$ cat src/rtl/ctrl_fsm_16bits.sv
// ctrl_fsm_16bits: multi-cycle control unit for a 16-bit load/store core.
// Sequences FETCH -> DECODE -> EXEC [-> MEM] and drives the datapath selects,
// register-file addresses and memory strobes.
// Optional feature macro: CTRL_COND_BR_EN enables the flag-conditional branch
// codes; without it only cond 000 branches and other BR codes behave as NOP.
module ctrl_fsm_16bits #(
    parameter logic [15:0] RESET_PC = 16'h0000
) (
    input  logic        clk,
    input  logic        clr,
    input  logic [15:0] mem_rdata,
    input  logic        mem_ready,
    input  logic        c,
    input  logic        n,
    input  logic        z,
    input  logic        v,
    output logic [15:0] pc,
    output logic [7:0]  instr,
    output logic [2:0]  wr_addr,
    output logic [2:0]  rd_addr_a,
    output logic [2:0]  rd_addr_b,
    output logic        alu_srca,
    output logic [1:0]  alu_srcb,
    output logic [1:0]  alu_ctrl,
    output logic        wr_e,
    output logic        e_flag,
    output logic        wb_sel,
    output logic        addr_sel,
    output logic        mem_re,
    output logic        mem_we,
    output logic        halted
);

    localparam int unsigned XLEN   = 16;
    localparam int unsigned OP_W   = 5;

    localparam logic [OP_W-1:0] OP_ADD  = 5'b00000;
    localparam logic [OP_W-1:0] OP_SUB  = 5'b00001;
    localparam logic [OP_W-1:0] OP_AND  = 5'b00010;
    localparam logic [OP_W-1:0] OP_OR   = 5'b00011;
    localparam logic [OP_W-1:0] OP_ADDI = 5'b00100;
    localparam logic [OP_W-1:0] OP_LD   = 5'b00101;
    localparam logic [OP_W-1:0] OP_ST   = 5'b00110;
    localparam logic [OP_W-1:0] OP_BR   = 5'b00111;
    localparam logic [OP_W-1:0] OP_HALT = 5'b11111;

    localparam logic [1:0] SRCB_REG  = 2'b00;
    localparam logic [1:0] SRCB_ONE  = 2'b01;
    localparam logic [1:0] SRCB_IMM  = 2'b10;
    localparam logic [1:0] SRCB_DISP = 2'b11;

    localparam logic [1:0] ALU_AND = 2'b00;
    localparam logic [1:0] ALU_OR  = 2'b01;
    localparam logic [1:0] ALU_ADD = 2'b10;
    localparam logic [1:0] ALU_SUB = 2'b11;

    typedef enum logic [2:0] {
        S_FETCH  = 3'd0,
        S_DECODE = 3'd1,
        S_EXEC   = 3'd2,
        S_MEM    = 3'd3,
        S_HALT   = 3'd4
    } state_t;

    state_t            r_state;
    logic [XLEN-1:0]   r_pc;
    logic [XLEN-1:0]   r_ir;

    logic [OP_W-1:0]   w_op;
    logic [2:0]        w_rd;
    logic [2:0]        w_rs;
    logic [XLEN-1:0]   w_disp;
    logic              w_is_alu;
    logic              w_is_ld;
    logic              w_is_st;
    logic              w_is_br;
    logic              w_is_halt;
    logic              w_br_taken;

    assign w_op      = r_ir[15:11];
    assign w_rd      = r_ir[10:8];
    assign w_rs      = r_ir[7:5];
    // disp8 is a signed displacement relative to the already-incremented pc
    assign w_disp    = {{8{r_ir[7]}}, r_ir[7:0]};
    assign w_is_alu  = (w_op <= OP_ADDI);
    assign w_is_ld   = (w_op == OP_LD);
    assign w_is_st   = (w_op == OP_ST);
    assign w_is_br   = (w_op == OP_BR);
    assign w_is_halt = (w_op == OP_HALT);

`ifdef CTRL_COND_BR_EN
    // Branch condition table over the datapath flags
    always_comb begin
        case (w_rd)
            3'b000:  w_br_taken = 1'b1;
            3'b001:  w_br_taken = z;
            3'b010:  w_br_taken = ~z;
            3'b011:  w_br_taken = c;
            3'b100:  w_br_taken = n;
            3'b101:  w_br_taken = v;
            default: w_br_taken = 1'b0;
        endcase
    end
`else
    // Only the unconditional code branches; the flags are not consulted
    logic w_unused_flags;
    assign w_br_taken     = (w_rd == 3'b000);
    assign w_unused_flags = ^{c, n, z, v};
`endif

    // State, program counter and instruction register
    always_ff @(posedge clk) begin
        if (!clr) begin
            r_state <= S_FETCH;
            r_pc    <= RESET_PC;
            r_ir    <= '0;
        end else begin
            case (r_state)
                S_FETCH: begin
                    if (mem_ready) begin
                        r_ir    <= mem_rdata;
                        r_state <= S_DECODE;
                    end
                end
                S_DECODE: begin
                    r_pc    <= r_pc + XLEN'(1);
                    r_state <= S_EXEC;
                end
                S_EXEC: begin
                    if (w_is_br && w_br_taken) begin
                        r_pc <= r_pc + w_disp;
                    end
                    if (w_is_ld || w_is_st) begin
                        r_state <= S_MEM;
                    end else if (w_is_halt) begin
                        r_state <= S_HALT;
                    end else begin
                        r_state <= S_FETCH;
                    end
                end
                S_MEM: begin
                    if (mem_ready) begin
                        r_state <= S_FETCH;
                    end
                end
                S_HALT:  r_state <= S_HALT;
                default: r_state <= S_FETCH;
            endcase
        end
    end

    // Datapath selects and strobes decoded from state and IR; strobes are
    // masked while clr is low so an abandoned access never writes
    always_comb begin
        wr_addr   = '0;
        rd_addr_a = '0;
        rd_addr_b = '0;
        alu_srca  = 1'b0;
        alu_srcb  = SRCB_REG;
        alu_ctrl  = ALU_AND;
        wr_e      = 1'b0;
        e_flag    = 1'b0;
        wb_sel    = 1'b0;
        addr_sel  = 1'b0;
        mem_re    = 1'b0;
        mem_we    = 1'b0;
        case (r_state)
            S_FETCH: begin
                mem_re = 1'b1;
            end
            S_DECODE: begin
                alu_srcb = SRCB_ONE;
                alu_ctrl = ALU_ADD;
            end
            S_EXEC: begin
                if (w_is_alu) begin
                    rd_addr_a = w_rd;
                    rd_addr_b = w_rs;
                    wr_addr   = w_rd;
                    alu_srca  = 1'b1;
                    alu_srcb  = (w_op == OP_ADDI) ? SRCB_IMM : SRCB_REG;
                    wr_e      = 1'b1;
                    e_flag    = 1'b1;
                    case (w_op)
                        OP_SUB:  alu_ctrl = ALU_SUB;
                        OP_AND:  alu_ctrl = ALU_AND;
                        OP_OR:   alu_ctrl = ALU_OR;
                        default: alu_ctrl = ALU_ADD;
                    endcase
                end else if (w_is_br) begin
                    alu_srcb = SRCB_DISP;
                    alu_ctrl = ALU_ADD;
                end
            end
            S_MEM: begin
                rd_addr_a = w_rs;
                alu_srca  = 1'b1;
                alu_srcb  = SRCB_IMM;
                alu_ctrl  = ALU_ADD;
                addr_sel  = 1'b1;
                if (w_is_ld) begin
                    mem_re  = 1'b1;
                    wr_addr = w_rd;
                    wb_sel  = 1'b1;
                    wr_e    = mem_ready;
                end else begin
                    mem_we    = 1'b1;
                    rd_addr_b = w_rd;
                end
            end
            default: ;
        endcase
        if (!clr) begin
            wr_e   = 1'b0;
            e_flag = 1'b0;
            mem_re = 1'b0;
            mem_we = 1'b0;
        end
    end

    assign pc     = r_pc;
    assign instr  = r_ir[7:0];
    assign halted = (r_state == S_HALT);

endmodule

$ cat config.mk
export PLATFORM = sky130hd
export DESIGN_NAME = ctrl_fsm_16bits
export DESIGN_NICKNAME = d
export VERILOG_FILES = /design/src/rtl/ctrl_fsm_16bits.sv
export SDC_FILE = /design/constraint.sdc
export NUM_CORES = 1
export LEC_CHECK = 0
export ABC_AREA = 1
export CORE_MARGIN = 4
export CORE_UTILIZATION = 51
export CTS_BUF_LIST = sky130_fd_sc_hd__clkbuf_8
export CTS_CLUSTER_DIAMETER = 100
export DETAILED_ROUTE_END_ITERATION = 10
export PLACE_DENSITY = 0.89
export SYNTH_ARGS = -nofsm -noshare
export SYNTH_HDL_FRONTEND = slang
export SYNTH_SLANG_ARGS = --single-unit
$ cat constraint.sdc
create_clock -name clk -period 2.8 [get_ports clk]
set_input_delay 0.28 -clock clk [delete_from_list [all_inputs] [get_ports clk]]
set_output_delay 0.28 -clock clk [all_outputs]
set_load 0.02 [all_outputs]
==> impl_metrics.env, run 1 <==
export IMPL_status="completed"
export IMPL_final_common_cell="nand2_1"
export IMPL_io_pins=68
export IMPL_ys_warnings_count=0
export IMPL_synthFlopType="dfxtp_1"
export IMPL_hold_path_end="r_ir[4]$_SDFFE_PN0P_"
export IMPL_critPathCaptureType="output port"
export IMPL_synth_edff_count=0
export IMPL_p_leak_nw=1.48
export IMPL_synth_simple_area_share=0.333
export IMPL_crit_type="register to output port"
export IMPL_synth_async_reset_ratio=0
export IMPL_core_mm2=0.00485
export IMPL_worstPathCellList="inv_2 > nand2_4 > nor2_2 > inv_2 > nor2_1 > nor2_1 > nor3_1 > clkdlybuf4s50_1"
export IMPL_crit_buf_inv=3
export IMPL_clk_pin_slew_worst_paths_ns=0.08
export IMPL_reg2reg_depth=15
export IMPL_drv_cap=0
export IMPL_drcViolationCount=0
export IMPL_tightest_slew_ns=0.847
export IMPL_min_path_type="register to register"
export IMPL_grt_max_degree=31
export IMPL_drtIter0Drc=289
export IMPL_areaGrowthSynthToFinish_pct=28.4
export IMPL_dieArea_mm2=0.00635
export IMPL_ys_types=38
export IMPL_hpwl_um=5280
export IMPL_synth_seq_cells=35
export IMPL_vias=2777
export IMPL_fin_nets=475
export IMPL_cp_data_arrival_time_ns=2.34
export IMPL_start_util=0.541
export IMPL_netlist_instances=386
export IMPL_avgRoutedWirePerCell_um=13.8
export IMPL_grt_pass1_wl_um=12200
export IMPL_maxSlewViolCount=0
export IMPL_hold_viol_final=0
export IMPL_cpMaxStageDelayCell="clkdlybuf4s50_1"
export IMPL_drive_gt1_frac=0.124
export IMPL_fin_skew_ns=0.00517
export IMPL_cp_top_family="buffers and inverters"
export IMPL_period_minus_slack_ns=2.62
export IMPL_die_x_um=79.7
export IMPL_num_antenna_cells=0
export IMPL_slowest_delay_ns=0.63
export IMPL_max_vdd_ir_drop_mv=0.309
export IMPL_crit_fanout=6
export IMPL_firstDrtPassIters=5
export IMPL_fmax_mhz=382
export IMPL_rsz0062_at_grt="false"
export IMPL_via_per_inst=5.42
export IMPL_synthAdderAreaFrac=0.0411
export IMPL_hold_depth=2
export IMPL_syn_area_mm2=0.00262
export IMPL_die_h_um=79.7
export IMPL_max_slew_margin=0.434
export IMPL_dp_cells=504
export IMPL_n_fill_cell=395
export IMPL_rows=25
export IMPL_layout_cells_non_filler=512
export IMPL_ys_top_cells_by_area="dfxtp_1 27%, nand2_1 10%, inv_1 7.9%"
export IMPL_synth_compound_area_frac=0.183
export IMPL_insertion_delay_ns=0.29
export IMPL_final_setup_tns_ns=0
export IMPL_synth_top_family_by_area="simple AND/OR/NAND/NOR gates"
export IMPL_clockBufferDepth=2
export IMPL_synth_area_per_cell_um2=6.79
export IMPL_clkSinkCount=35
export IMPL_gp_congestion=0.896
export IMPL_antenna_found_initial=0
export IMPL_track_usage=0.240
export IMPL_synth_top_cell_area_share=0.267
export IMPL_setup_violations=0
export IMPL_synth_xor_area_frac=0.0334
export IMPL_root_buffer="clkbuf_8"
export IMPL_yosysTopAreaCell="dfxtp_1"
export IMPL_worstHoldStart="r_ir[4]$_SDFFE_PN0P_"
export IMPL_timing_rr_end="pc[8]$_SDFFE_PN0P_"
export IMPL_tritoncts="yes"
export IMPL_start_kind="register"
export IMPL_wirelength_um=7090
export IMPL_cts_buffers=5
export IMPL_hold_buffers=0
export IMPL_reg2reg_from="r_state[2]$_SDFFE_PN0P_"
export IMPL_port_buffers=63
export IMPL_rrSetupSlack_ns=0.26
export IMPL_final_cell_mix="72 x nand2_1, 62 x clkdlybuf4s50_1, 55 x inv_1"
export IMPL_synth_area_mux_share=0
export IMPL_synth_seq_area_share=0.267
export IMPL_grt_pass1_vias=2735
export IMPL_overflow=0
export IMPL_final_antenna_net_count=0
export IMPL_post_route_period_util=0.934
export IMPL_htreeDepth=2
export IMPL_cellPowerDensity_mw_per_mm2=488
export IMPL_cp_required_ns=2.52
export IMPL_syn_nets=417
where the power goes:
group / switching [mW] / leakage, nW / internal [mW]
sequential: 0.0557 / 0.288 / 0.557
clock: 0.200 / 0.0505 / 0.224
combinational: 0.369 / 1.14 / 0.236
metrics by stage:
step | util | worst slack [ns] | power [mW] | area, um2 | hold WS (ns)
CTS | 0.691 | 0.0550 | 1.64 | 3350 | 0.477
global route | 0.694 | 0.0596 | 1.74 | 3360 | 0.506
floorplan | - | 0.388 | 1.02 | 2620 | 0.444
finish | 0.694 | 0.184 | 1.64 | 3360 | 0.474
global placement | 0.670 | 0.321 | 1.20 | 3250 | 0.453
detailed placement | 0.670 | 0.268 | 1.22 | 3250 | 0.463
worst reg2reg max path, stage by stage (launching register included):
cell and delay (ns):
dfxtp_1 0.39, inv_2 0.15, nand2_4 0.09, nor2_4 0.09, nand2_1 0.06, ha_1 0.21
fa_1 0.41, nand3_1 0.10, nand3_1 0.14, nand2_1 0.11, nand2_1 0.10, nand3_2 0.13
nand2_1 0.08, xor2_1 0.15, o211ai_1 0.17, inv_1 0.06
cells in the mapped netlist (2+ instances only):
master,number
nand2_1,73
inv_1,55
dfxtp_1,35
nor2_1,35
o21ai_0,35
a21oi_1,26
nand3_1,24
buf_4,9
xor2_1,8
a41oi_1,7
ha_1,7
clkbuf_1,6
inv_2,6
nand2_4,6
nand2_2,5
nor3_1,5
o22ai_1,5
nand3_2,4
nor2_2,4
nor2_4,4
o21bai_1,4
nand3_4,3
nand4_1,3
o211ai_1,2
xnor2_1,2
layout make-up:
type / count / area, um2 / share of cell area
flip-flops and latches: 35 / 701 / 0.208
inverters: 62 / 233 / 0.0692
clock buffers: 7 / 96.3 / 0.0286
well taps: 67 / 83.8 / 0.0249
clock inverters: 1 / 7.51 / 0.00223
multi-input cells: 270 / 1560 / 0.463
repair buffers: 70 / 686 / 0.204
sequential cells by signal (all words and copies together), names as in the netlist:
signal / count
r_state: 3
r_ir: 16
pc: 16
layer usage:
metal  global-route usage  vias to the layer above  wire [um]
met5                    0                        -          0
met2                0.399                      123       3350
met1                0.285                     1265       2940
li1                     -                     1367          -
met3               0.0643                       22        558
met4                0.115                        0        240
cells by family after synthesis:
family	after synthesis
AOI/OAI and AO/OA	83
xor gates and xnor gates	10
adders and majority gates	8
and+or+nand+nor	169
DFF	35
buffers and inverters	81
worst max path at each step:
stage	startpoint	endpoint	cells after the start
floorplan	r_state[2]$_SDFFE_PN0P_	pc[8]$_SDFFE_PN0P_	16
global placement	r_state[2]$_SDFFE_PN0P_	pc[13]$_SDFFE_PN0P_	13
detailed placement	r_state[2]$_SDFFE_PN0P_	pc[9]$_SDFFE_PN0P_	12
CTS	r_state[2]$_SDFFE_PN0P_	wr_e	7
global route	r_state[2]$_SDFFE_PN0P_	wr_addr[1]	8
finish	r_state[2]$_SDFFE_PN0P_	wr_addr[1]	8
what timing repair did:
item,4_1_cts,5_1_grt
gates resized for setup,0,5
endpoints found under the hold margin,0,0
buffers inserted,0,0
setup endpoints to repair,0,3
No activity file was read; power rests on OpenSTA's default activity.
==> run 2, diff against run 1 <==
--- a/config.mk
+++ b/config.mk
@@ -6,6 +6,7 @@
 export NUM_CORES = 1
 export LEC_CHECK = 0
 export ABC_AREA = 1
+export CORE_ASPECT_RATIO = 0.7
 export CORE_MARGIN = 4
 export CORE_UTILIZATION = 51
 export CTS_BUF_LIST = sky130_fd_sc_hd__clkbuf_8
==> impl_metrics.env, run 2 (synthesis gave the netlist of run 1 again) <==
export IMPL_regArea_um2=701
export IMPL_max_vdd_ir_drop_mv=0.350
export IMPL_track_usage=0.227
export IMPL_hold_buffers=0
export IMPL_cp_data_arrival_time_ns=2.45
export IMPL_critPathCaptureType="output port"
export IMPL_port_buffers=63
export IMPL_avgRoutedWirePerCell_um=13.9
export IMPL_wirelength_um=7160
export IMPL_htreeDepth=2
export IMPL_maxSlewViolCount=0
export IMPL_worstPathCellList="inv_2 > nand2_4 > nor2_2 > inv_2 > nor2_1 > nor2_1 > nor3_1 > clkdlybuf4s50_1"
export IMPL_path_depth=8
export IMPL_insertion_delay_ns=0.29
export IMPL_areaGrowthSynthToFinish_pct=27.6
export IMPL_drtIter0Drc=226
export IMPL_max_slew_margin=0.454
export IMPL_drive_gt1_frac=0.117
export IMPL_start_util=0.539
export IMPL_multiInputGateArea_mm2=0.00155
export IMPL_final_setup_tns_ns=0
export IMPL_endpoint="wr_addr[1]"
export IMPL_slowest_delay_ns=0.64
export IMPL_overflow=0
export IMPL_n_fill_cell=390
export IMPL_grt_pass1_wl_um=11400
export IMPL_period_minus_slack_ns=2.73
export IMPL_clk_pin_slew_worst_paths_ns=0.08
export IMPL_rows=21
export IMPL_hpwl_um=5530
export IMPL_grt_pass1_vias=2431
export IMPL_drv_cap=0
export IMPL_drcViolationCount=0
export IMPL_rsz0062_at_grt="false"
export IMPL_timing_rr_end="pc[13]$_SDFFE_PN0P_"
export IMPL_core_mm2=0.00486
export IMPL_final_common_cell="nand2_1"
export IMPL_postCtsSetupBuffers=0
export IMPL_fin_nets=476
export IMPL_post_route_period_util=0.975
export IMPL_dieArea_mm2=0.00637
export IMPL_crit_type="register to output port"
export IMPL_clockBufferDepth=2
export IMPL_status="completed"
export IMPL_start_kind="register"
export IMPL_final_cell_mix="73 x nand2_1, 62 x clkdlybuf4s50_1, 56 x inv_1"
export IMPL_cpMaxStageDelayCell="clkdlybuf4s50_1"
export IMPL_reg2reg_from="r_state[2]$_SDFFE_PN0P_"
export IMPL_cp_top_family="buffers and inverters"
export IMPL_startpoint="r_state[2]$_SDFFE_PN0P_"
export IMPL_gp_congestion=0.960
export IMPL_num_antenna_cells=0
export IMPL_tightest_slew_ns=0.817
export IMPL_p_leak_nw=1.47
export IMPL_firstDrtPassIters=5
export IMPL_cellPowerDensity_mw_per_mm2=476
export IMPL_fin_skew_ns=0.00837
export IMPL_root_buffer="clkbuf_8"
export IMPL_rrSetupSlack_ns=0.25
export IMPL_clkSinkCount=35
export IMPL_setup_violations=0
export IMPL_fmax_mhz=366
export IMPL_vias=2756
export IMPL_antenna_found_initial=0
export IMPL_final_antenna_net_count=0
export IMPL_min_path_type="register to register"
export IMPL_cp_required_ns=2.52
export IMPL_die_h_um=68.0
export IMPL_crit_buf_inv=3
export IMPL_reg2reg_depth=14
export IMPL_tritoncts="yes"
export IMPL_grt_max_degree=31
export IMPL_via_per_inst=5.35
export IMPL_io_pins=68
export IMPL_die_x_um=93.7
export IMPL_hold_viol_final=0
export IMPL_crit_fanout=6
export IMPL_whs_ns=0.480
export IMPL_cts_buffers=5
run 2: per-layer routing:
metal,GRT usage,part of all wire
met5,0,0
met4,0.0613,0.014
met3,0.0440,0.078
met2,0.369,0.43
met1,0.311,0.47
run 2: tightest hold or removal path, cell delays in order (launching register included):
cell and delay [ns]:
dfxtp_1 0.32, inv_1 0.07, a21oi_1 0.06
run 2: worst min-delay path by stage:
stage                          from                    to  slack (ns)  cells past startpoint
2_1_floorplan  r_ir[0]$_SDFFE_PN0P_  r_ir[0]$_SDFFE_PN0P_        0.44                      2
3_3_place_gp   r_ir[3]$_SDFFE_PN0P_  r_ir[3]$_SDFFE_PN0P_        0.47                      2
3_5_place_dp   r_ir[4]$_SDFFE_PN0P_  r_ir[4]$_SDFFE_PN0P_        0.47                      2
4_1_cts        r_ir[4]$_SDFFE_PN0P_  r_ir[4]$_SDFFE_PN0P_        0.48                      2
5_1_grt        r_ir[2]$_SDFFE_PN0P_  r_ir[2]$_SDFFE_PN0P_        0.51                      2
6_report       r_ir[4]$_SDFFE_PN0P_  r_ir[4]$_SDFFE_PN0P_        0.48                      2
run 2: power breakdown:
group          switching, mW  internal (mW)  leakage, nW
combinational          0.369          0.238         1.13
sequential            0.0570          0.557        0.288
clock                  0.202          0.171       0.0453
total                  0.627          0.966         1.47
run 2: layout make-up:
type | instances | share of cell area
tap | 69 | 0.0258
timing repair buffer | 71 | 0.206
inverter | 62 | 0.0696
clock inverter | 3 | 0.00486
sequential | 35 | 0.210
multi-input combinational | 270 | 0.464
clock buffer | 5 | 0.0206
run 2: timing repair:
| item | 4_1_cts | 5_1_grt |
|---|---|---|
| gates resized for setup | 1 | 1 |
| pin swaps | 0 | 0 |
| setup endpoints to repair | 1 | 1 |
run 2: per-stage QoR:
step           power, mW  setup slack, ns  utilization  instance area (um2)  instances
2_1_floorplan       1.02            0.388            -                 2620        386
3_3_place_gp        1.21            0.341        0.670                 3260        507
3_5_place_dp        1.22            0.293        0.670                 3260        507
4_1_cts             1.58            0.111        0.688                 3340        515
5_1_grt             1.67          0.00966        0.688                 3340        515
6_report            1.59           0.0696        0.688                 3340        515
==> run 3, diff against run 2 <==
--- a/config.mk
+++ b/config.mk
@@ -6,7 +6,6 @@
 export NUM_CORES = 1
 export LEC_CHECK = 0
 export ABC_AREA = 1
-export CORE_ASPECT_RATIO = 0.7
 export CORE_MARGIN = 4
 export CORE_UTILIZATION = 51
 export CTS_BUF_LIST = sky130_fd_sc_hd__clkbuf_8
==> results of run 3 <==
Same layout as run 1: the final DEF is identical, and so are final timing and power.
